### src/rtl/mul_div_if.sv
// Request/result bundle between execute-stage control and the iterative multiply/divide unit.
interface mul_div_if #(
  parameter int WIDTH = 32
);
  logic             start;
  logic [1:0]       op;
  logic [WIDTH-1:0] operand_a;
  logic [WIDTH-1:0] operand_b;
  logic             busy;
  logic             done;
  logic [WIDTH-1:0] hi;
  logic [WIDTH-1:0] lo;
  logic             div_by_zero;

  modport master (
    output start, op, operand_a, operand_b,
    input  busy, done, hi, lo, div_by_zero
  );

  modport slave (
    input  start, op, operand_a, operand_b,
    output busy, done, hi, lo, div_by_zero
  );
endinterface

### src/rtl/mul_div_unit.sv
// Iterative MIPS HI/LO multiply/divide: one shift-add or restoring shift-subtract step per clock,
// working on operand magnitudes with a single sign-correction cycle at the end.
module mul_div_unit #(
  parameter int WIDTH = 32
) (
  input logic     clk,
  input logic     rst,
  mul_div_if.slave bus
);
  localparam int CW = $clog2(WIDTH);

  typedef enum logic [1:0] {IDLE = 2'd0, RUN = 2'd1, FIX = 2'd2} state_t;

  state_t             state, state_nx;
  logic [CW-1:0]      cnt;
  logic               done_r, dbz_r;
  logic [WIDTH-1:0]   hi_r, lo_r;

  logic [1:0]         op_r;
  logic [WIDTH-1:0]   a_r, ma, mb;
  logic               sa, sb;
  logic [2*WIDTH-1:0] acc, acc_step;

  logic signed [WIDTH-1:0] a_s, b_s;
  logic                    sa_in, sb_in;
  logic [WIDTH-1:0]        ma_in, mb_in;

  logic [WIDTH:0]     mul_sum, rem_ext, div_trial;
  logic               div_ge, div_zero;
  logic [2*WIDTH-1:0] prod_fix;
  logic [WIDTH-1:0]   quo_fix, rem_fix;

  function automatic logic [2*WIDTH-1:0] neg_dbl(input logic [2*WIDTH-1:0] v, input logic en);
    return en ? -v : v;
  endfunction

  function automatic logic [WIDTH-1:0] neg_w(input logic [WIDTH-1:0] v, input logic en);
    return en ? -v : v;
  endfunction

  // Operand capture: signs and magnitudes for the signed ops (op[0]=0)
  assign a_s   = bus.operand_a;
  assign b_s   = bus.operand_b;
  assign sa_in = ~bus.op[0] & a_s[WIDTH-1];
  assign sb_in = ~bus.op[0] & b_s[WIDTH-1];
  assign ma_in = sa_in ? $unsigned(-a_s) : bus.operand_a;
  assign mb_in = sb_in ? $unsigned(-b_s) : bus.operand_b;

  // Iteration step: acc = {partial/remainder, multiplier/quotient bits}
  always_comb begin
    mul_sum   = {1'b0, acc[2*WIDTH-1:WIDTH]} + (acc[0] ? {1'b0, ma} : '0);
    rem_ext   = {acc[2*WIDTH-1:WIDTH], acc[WIDTH-1]};
    div_ge    = (rem_ext >= {1'b0, mb});
    div_trial = rem_ext - {1'b0, mb};
    if (op_r[1]) begin
      if (div_ge) acc_step = {div_trial[WIDTH-1:0], acc[WIDTH-2:0], 1'b1};
      else        acc_step = {acc[2*WIDTH-2:0], 1'b0};
    end else begin
      acc_step = {mul_sum, acc[WIDTH-1:1]};
    end
  end

  // Sign correction applied in FIX
  always_comb begin
    div_zero = op_r[1] && (mb == '0);
    prod_fix = neg_dbl(acc, sa ^ sb);
    quo_fix  = neg_w(acc[WIDTH-1:0], sa ^ sb);
    rem_fix  = neg_w(acc[2*WIDTH-1:WIDTH], sa);
  end

  always_comb begin
    state_nx = state;
    case (state)
      IDLE:    if (bus.start) state_nx = RUN;
      RUN:     if (cnt == '0) state_nx = FIX;
      FIX:     state_nx = IDLE;
      default: state_nx = IDLE;
    endcase
  end

  always_ff @(posedge clk or posedge rst) begin
    if (rst) begin
      state  <= IDLE;
      cnt    <= '0;
      done_r <= 1'b0;
      dbz_r  <= 1'b0;
      hi_r   <= '0;
      lo_r   <= '0;
    end else begin
      state  <= state_nx;
      done_r <= (state == FIX);
      case (state)
        IDLE: if (bus.start) begin
          cnt   <= CW'(WIDTH - 1);
          dbz_r <= 1'b0;
        end
        RUN:  if (cnt != '0) cnt <= cnt - CW'(1);
        FIX: begin
          dbz_r <= div_zero;
          if (div_zero) begin
            hi_r <= a_r;
            lo_r <= '1;
          end else if (op_r[1]) begin
            hi_r <= rem_fix;
            lo_r <= quo_fix;
          end else begin
            hi_r <= prod_fix[2*WIDTH-1:WIDTH];
            lo_r <= prod_fix[WIDTH-1:0];
          end
        end
        default: ;
      endcase
    end
  end

  always_ff @(posedge clk) begin
    if (state == IDLE && bus.start) begin
      op_r <= bus.op;
      a_r  <= bus.operand_a;
      sa   <= sa_in;
      sb   <= sb_in;
      ma   <= ma_in;
      mb   <= mb_in;
      acc  <= bus.op[1] ? {{WIDTH{1'b0}}, ma_in} : {{WIDTH{1'b0}}, mb_in};
    end else if (state == RUN) begin
      acc  <= acc_step;
    end
  end

  assign bus.busy        = (state != IDLE);
  assign bus.done        = done_r;
  assign bus.hi          = hi_r;
  assign bus.lo          = lo_r;
  assign bus.div_by_zero = dbz_r;
endmodule

### src/flat_wrapper.sv
// flat-port wrapper written by rule: the top's interface ports become plain ports
module mul_div_unit_flat 
#(
  parameter int WIDTH = 32
)
  (clk, rst, bus_start, bus_op, bus_operand_a, bus_operand_b, bus_busy, bus_done, bus_hi, bus_lo, bus_div_by_zero);
  mul_div_if #(.WIDTH(WIDTH)) bus_i ();
  input logic clk;
  input logic rst;
  input wire logic [$bits(bus_i.start)-1:0] bus_start;
  input wire logic [$bits(bus_i.op)-1:0] bus_op;
  input wire logic [$bits(bus_i.operand_a)-1:0] bus_operand_a;
  input wire logic [$bits(bus_i.operand_b)-1:0] bus_operand_b;
  output wire logic [$bits(bus_i.busy)-1:0] bus_busy;
  output wire logic [$bits(bus_i.done)-1:0] bus_done;
  output wire logic [$bits(bus_i.hi)-1:0] bus_hi;
  output wire logic [$bits(bus_i.lo)-1:0] bus_lo;
  output wire logic [$bits(bus_i.div_by_zero)-1:0] bus_div_by_zero;
  assign bus_i.start = bus_start;
  assign bus_i.op = bus_op;
  assign bus_i.operand_a = bus_operand_a;
  assign bus_i.operand_b = bus_operand_b;
  assign bus_busy = bus_i.busy;
  assign bus_done = bus_i.done;
  assign bus_hi = bus_i.hi;
  assign bus_lo = bus_i.lo;
  assign bus_div_by_zero = bus_i.div_by_zero;
  mul_div_unit #(.WIDTH(WIDTH)) u_core (.clk(clk), .rst(rst), .bus(bus_i));
endmodule
### config.mk
export PLATFORM = sky130hd
export DESIGN_NAME = mul_div_unit_flat
export DESIGN_NICKNAME = d
export VERILOG_FILES = /design/src/rtl/mul_div_if.sv /design/src/rtl/mul_div_unit.sv /design/src/flat_wrapper.sv
export SDC_FILE = /design/constraint.sdc
export NUM_CORES = 1
export LEC_CHECK = 0
export BUFFER_PORTS_ARGS = -buffer_cell sky130_fd_sc_hd__buf_2
export CAP_MARGIN = 20
export CORE_ASPECT_RATIO = 1.4
export CORE_UTILIZATION = 45
export DETAILED_ROUTE_END_ITERATION = 16
export GPL_ROUTABILITY_DRIVEN = 0
export PLACE_DENSITY_LB_ADDON = 0.25
export SYNTH_ARGS = -nofsm -noshare
export SYNTH_HDL_FRONTEND = slang
export SYNTH_SLANG_ARGS = --single-unit
### constraint.sdc
create_clock -name clk -period 4.6 [get_ports clk]
set_clock_uncertainty 0.05 [all_clocks]
set_input_delay 0.23 -clock clk [delete_from_list [all_inputs] [get_ports clk]]
set_output_delay 0.23 -clock clk [all_outputs]
set_load 0.02 [all_outputs]
==> flow_summary.yaml, run 1 <==
cells_and_area:
  utilization_pct: 53.3
  layout-drive-gt1-share_pct: 12.7
  area_delta_synth_final_pct: 15.7
  layout_common_cells: "170 x o21ai_0, 162 x edfxtp_1, 147 x a21oi_1, 135 x buf_2, 126 x nand2_1"
  nets: 2033
  stdcell_area_um2: 18700
  mostFrequentLayoutCell: "o21ai_0"
global_routing:
  grt_pass1_vias: 14100
  grt_max_degree: 60
  grt_use_met3_pct: 2.84
  grt_pass1_wl_mm: 78.1
  met1_usage_pct: 34.8
  antenna_found_initial: 2
  grt.total_usage_pct: 27.6
  busiest_layer: "met2"
  overflow: 0
  grtUsageMet2_pct: 46.9
placement:
  place_area_um2: 17400
  port_buffers: 135
  post-dp-hpwl_mm: 37.8
logic_synthesis:
  postSynth.asyncResetShare_pct: 31.1
  synth_top_family_by_area: "compound AO/OA/AOI/OAI gates"
  synth_top_area_share_pct: 30.0
  synthCells: 1738
  synth_area_um2: 16200
  synth_adder_area_share_pct: 5.66
  synth-compound-area-share_pct: 20.3
  synthTopCellsByArea: "edfxtp_1 30%, dfrtp_1 11%, xnor2_1 6.5%, ha_1 5.4%, o21ai_0 5.3%"
  synth-xor-area-share_pct: 9.57
  seq_area_frac_synth_pct: 41.3
  synth_cell_types: 70
  synth-main-ff-cell: "edfxtp_1"
  synth_area_per_cell_um2: 9.32
  synthSimpleGateAreaFrac_pct: 15.9
  yosys_warnings: 0
  synth_edf_count: 162
  synth_seq_cells: 235
  muxShareOfSynthArea_pct: 3.39
  synth_top_area_cell: "edfxtp_1"
  syn-num-nets: 1879
floorplan:
  start_util_pct: 46.0
  num_rows: 81
  io_pins: 136
  core_area_um2: 35200
  dieArea_um2: 36800
  fp.dieH_um: 226
  die_w_um: 162
outcome:
  status: "finished, final reports clean"
clocking:
  cts-buffers-inserted: 25
  htree_num_levels: 1
  cts_buffer_depth: 3
  clock_latency_ps: 560
  cts.sinks: 235
  cts_hold_buf: 50
  path_clk_slew_ps: 70
  cts_root_buf: "clkbuf_16"
  cts-resized-gates: 0
  cts_tree: "built"
  cts_setup_buffers: 0
sta:
  finalSetupTns_ps: 0
  setup-violations-final: 0
  slew_violations: 0
  slew_headroom_pct: 25.8
  min_period_ps: 4080
  rsz0062_at_grt: "no"
  hold_viol_final: 0
  fmax_ghz: 0.245
  post-route-period-util_pct: 88.7
  tightestPinTransition_ps: 1110
setup_path:
  critPathMaxFanout: 15
  cpPeakStageDelay_ps: 570
  rrSetupSlack_ps: 520
  endpoint_kind: "register"
  cp.required_ps: 4810
  startpoint_type: "register"
  cp_common_cell: "a211oi_1"
  arrival_ps: 4290
  slowest_stage: "edfxtp_1"
  timing.critical_path.from: "u_core.acc[0]"
  r2r-start: "u_core.acc[0]"
  cp_cell_sequence: "and2_1, ha_1, fa_1, a211oi_1, o21ai_0, a21o_1, a31oi_1, o31a_1, o21ai_0, a21o_1, a211oi_1, a211oi_1"
  critPathKind: "reg -> reg"
route:
  avgViaCountPerCell: 6.06
  ant_nets: 0
  drt_wl_total_mm: 50.8
  num_vias: 14400
  drc_errors: 0
  first_pass_iters: 5
  drt_iter0_drc: 979
  wire_per_inst_um: 21.5
power_and_ir_drop:
  ir_drop_mv: 0.407
  powerDensity_nw_per_um2: 648
  finalPower_mw: 12.1
  p_leak_nw: 7.72
min_path:
  hold_path_class: "in -> reg"
  hp-start: "bus_operand_b[18]"
flow_run:
  cap_violations: 0
-- metal layers --
metal	wire length [um]	share of wire (%)	up-vias
li1	-	-	6723
met1	20700	41	6917
met2	24500	48	577
met3	3160	6.2	141
met4	2480	4.9	0
met5	0	0	-
-- final cells by class --
cell class | instances | area (um2)
fillers | 3124 | 16400
multi-input cells | 1345 | 8920
flip-flops and latches | 235 | 6690
repair buffers | 215 | 1430
clock buffers | 30 | 644
well taps | 456 | 571
inverters | 70 | 267
clock inverters | 16 | 208
diodes | 2 | 5.00
-- cells by family (layout without fill, tap and decap cells) --
logic type	after synthesis	count (layout)
simple gates	508	508
mux	54	54
other cells	0	2
fa+ha+maj	72	72
buf+inv	158	331
xor+xnor	177	177
flops	235	235
compound gates	534	534
-- sequential cells by signal, summed over array words and instances, names as in the netlist, 2 cells and up --
register       cells
u_core.a_r        31
u_core.acc        64
u_core.bus.hi     32
u_core.bus.lo     32
u_core.cnt         5
u_core.ma         32
u_core.mb         32
u_core.state       2
-- worst paths after layout --
path / endpoint / cells after the start
max reg2reg: u_core.acc[63] / 12
max: u_core.acc[63] / 12
max in group asynchronous: u_core.bus.hi[0] / 4
min in group asynchronous: u_core.bus.hi[15] / 3
min: u_core.mb[18] / 2
min reg2reg: u_core.bus.lo[0] / 2
-- power by group --
group	switching, mW	internal, mW	total (mW)	leakage [nW]
Clock	0.909	1.24	2.15	0.415
Combinational	3.69	2.55	6.24	4.73
Sequential	0.723	3.03	3.75	2.57
Total	5.32	6.82	12.1	7.72
-- cell usage after synthesis, types with 23 or more instances --
cell	instances
o21ai_0	170
mux2i_1	47
nor4_1	27
ha_1	70
o22a_1	27
a21o_1	26
nand3_1	23
o31ai_1	25
and2_1	39
clkbuf_1	69
or3_1	26
nand4_1	24
a21oi_1	147
nand2_1	126
dfrtp_1	73
a211oi_1	31
nor3_1	37
edfxtp_1	162
xor2_1	57
nand2b_1	24
nor2_1	105
inv_1	69
xnor2_1	120
nor2b_1	24
-- through the flow --
step                      hold WS, ps  setup slack (ps)  std cells
after floorplan                   279               361       1738
final                            17.3               519       2369
after global routing             22.7               313       2369
after CTS                       0.457               581       2366
after detailed placement          297               630       2270
after global placement            286               671       2270
-- critical path, delay by kind of cell (launching register included) --
family	cells	cell delay, ps
flip-flops	1	570
adder cells (fa/ha/maj)	2	660
AO/OA/AOI/OAI	9	2290
AND/OR/NAND/NOR	1	230
No activity file was read; power rests on OpenSTA's default activity.
==> inputs of run 2 (changes only) <==
==> constraint.sdc (replaced) <==
create_clock -name clk -period 4.6 [get_ports clk]
set_clock_uncertainty 0.05 [all_clocks]
set_input_delay 0.92 -clock clk [delete_from_list [all_inputs] [get_ports clk]]
set_output_delay 0.92 -clock clk [all_outputs]
set_load 0.02 [all_outputs]
==> run 2 against run 1 <==
  * Critical path depth stayed put
  * Die area stayed put
  * Clock power is 8% lower
  * Design area is 3.0% lower
  * Total power is 2.4% lower
  * Maximum frequency is 0.29% lower
  * Sequential power hardly changed
  * Combinational power is 2% lower
  * Utilization is 1.6 points lower
  * Register-to-register slack hardly changed
  * Sequential share of layout area is 1.1 points higher
  * Worst setup slack worse by 12 ps
  * Critical path type unchanged
  * Largest cell class unchanged
  * Largest power group unchanged
  * Highest routed layer is now met5
==> flow_summary.yaml, run 2 (synthesis gave the netlist of run 1 again) <==
outcome:
  status: "finished, final reports clean"
setup_path:
  critPathKind: "reg -> reg"
  cp.required_ps: 4810
  cp_cell_sequence: "and2_1, ha_1, fa_1, a211oi_1, o21ai_0, a21o_1, a31oi_1, o31a_1, o21ai_0, a21o_1, a211oi_1, a211oi_1"
  cpPeakStageDelay_ps: 600
  endpoint_kind: "register"
  cp_common_cell: "a211oi_1"
  critPathMaxFanout: 15
  startpoint_type: "register"
  slowest_stage: "edfxtp_1"
  arrival_ps: 4310
power_and_ir_drop:
  powerDensity_nw_per_um2: 652
  clockPowerShare_pct: 16.7
  ir_drop_mv: 0.398
  switchingPower_mw: 5.14
  sw_frac_of_total_pct: 43.4
  combinationalPowerShare_pct: 51.7
  p_leak_nw: 7.49
  p_seq_share_pct: 31.6
  internal-power_mw: 6.70
cells_and_area:
  stdcell_area_um2: 18200
  largest_reg_flops: 64
  area_delta_synth_final_pct: 12.2
  nets: 1985
  layout_common_cells: "170 x o21ai_0, 162 x edfxtp_1, 147 x a21oi_1, 135 x buf_2, 126 x nand2_1"
  mostFrequentLayoutCell: "o21ai_0"
  largest-register: "u_core.acc"
  layout-drive-gt1-share_pct: 12.8
route:
  drt_wl_total_mm: 49.3
  first_pass_iters: 5
  drc_errors: 0
  wire_per_inst_um: 21.3
  drt_iter0_drc: 996
  num_vias: 14000
  ant_nets: 0
  avgViaCountPerCell: 6.03
min_path:
  hold_path_class: "in -> async"
global_routing:
  grt.total_usage_pct: 26.7
  grt_pass1_wl_mm: 75.7
  grt_pass1_vias: 13700
  grt_max_degree: 78
  antenna_found_initial: 2
  overflow: 0
floorplan:
  io_pins: 136
  dieArea_um2: 36800
  die_w_um: 162
  fp.dieH_um: 226
  start_util_pct: 46.0
  num_rows: 81
  core_area_um2: 35200
clocking:
  htree_num_levels: 1
  cts-buffers-inserted: 23
  cts.sinks: 235
  path_clk_slew_ps: 70
  cts_tree: "built"
  cts-resized-gates: 0
  cts_root_buf: "clkbuf_16"
  cts_buffer_depth: 3
  cts_hold_buf: 0
  cts_setup_buffers: 0
  clock_latency_ps: 530
sta:
  rsz0062_at_grt: "no"
  fmax_ghz: 0.244
  post-route-period-util_pct: 89.0
  fin_ws_ps: 507
  slew_violations: 0
  min_period_ps: 4090
  tightestPinTransition_ps: 1100
  setup-violations-final: 0
  finalSetupTns_ps: 0
  hold_viol_final: 0
  slew_headroom_pct: 24.8
placement:
  port_buffers: 135
  pre_cts_slack_ps: 605
  post-dp-hpwl_mm: 37.6
  place_area_um2: 17400
flow_run:
  cap_violations: 0
run 2: cell count changes in the layout (fill, tap and decap cells not counted), sizes merged:
| cell | before | now |
|---|---|---|
| dlygate4sd3 | 50 | 0 |
| buf | 165 | 169 |
| clkbuf | 30 | 28 |
| inv | 72 | 70 |
| clkinvlp | 1 | 0 |
| diode | 2 | 1 |
run 2: critical path: cells and delay by family (launching register included):
kind,cells,cell delay [ps]
flip-flops,1,600
adder cells (fa/ha/maj),2,660
AND/OR/NAND/NOR,1,240
AO/OA/AOI/OAI,9,2300
run 2: path summary, 6_finish.rpt:
kind                       depth (start not counted)                to  slack (ps)        startpoint
hold reg to reg                                    2  u_core.bus.lo[0]         420  u_core.bus.lo[0]
setup reg to reg                                  12    u_core.acc[63]         510     u_core.acc[0]
max in group asynchronous                          3  u_core.bus.hi[8]        3050               rst
hold / removal                                     2     u_core.cnt[0]         420               rst
setup / recovery                                  12    u_core.acc[63]         510     u_core.acc[0]
min in group clk                                   2  u_core.bus.lo[0]         420  u_core.bus.lo[0]
run 2: power by group through the flow:
| stage | Clock (mW) | Sequential [mW] | Combinational [mW] |
|---|---|---|---|
| after floorplan | 0 | 3.60 | 4.54 |
| after global placement | 0 | 3.75 | 5.93 |
| after detailed placement | 0 | 3.75 | 5.99 |
| after CTS | 1.99 | 3.72 | 6.05 |
| after global routing | 2.07 | 3.82 | 6.75 |
| final | 1.98 | 3.74 | 6.13 |
run 2: area by class of cell:
cell class	count	area [um2]
Antenna cell	1	2.50
Inverter	70	267
Clock buffer	28	594
Sequential cell	235	6690
Clock inverter	13	171
Timing Repair Buffer	169	960
Tap cell	456	571
Multi-Input combinational cell	1345	8910
Fill cell	3243	17000
run 2: stage by stage:
stage / std cells / utilization [%] / hold slack, ps / total power, mW
2_1_floorplan: 1738 / - / 412 / 8.14
3_3_place_gp: 2274 / 49.4 / 398 / 9.68
3_5_place_dp: 2274 / 49.4 / 409 / 9.75
4_1_cts: 2315 / 51.6 / 421 / 11.8
5_1_grt: 2316 / 51.6 / 444 / 12.6
6_report: 2317 / 51.7 / 417 / 11.8
run 2: routing by layer:
| layer | vias to the layer above | routed length (um) | part of all wire (%) | global-route usage, % |
|---|---|---|---|---|
| met5 | - | 18 | 0.037 | 0 |
| met4 | 4 | 1990 | 4.0 | 11.3 |
| met3 | 125 | 2610 | 5.3 | 2.32 |
| met2 | 495 | 24400 | 50 | 46.9 |
| met1 | 6731 | 20200 | 41 | 33.3 |
| li1 | 6611 | - | - | - |
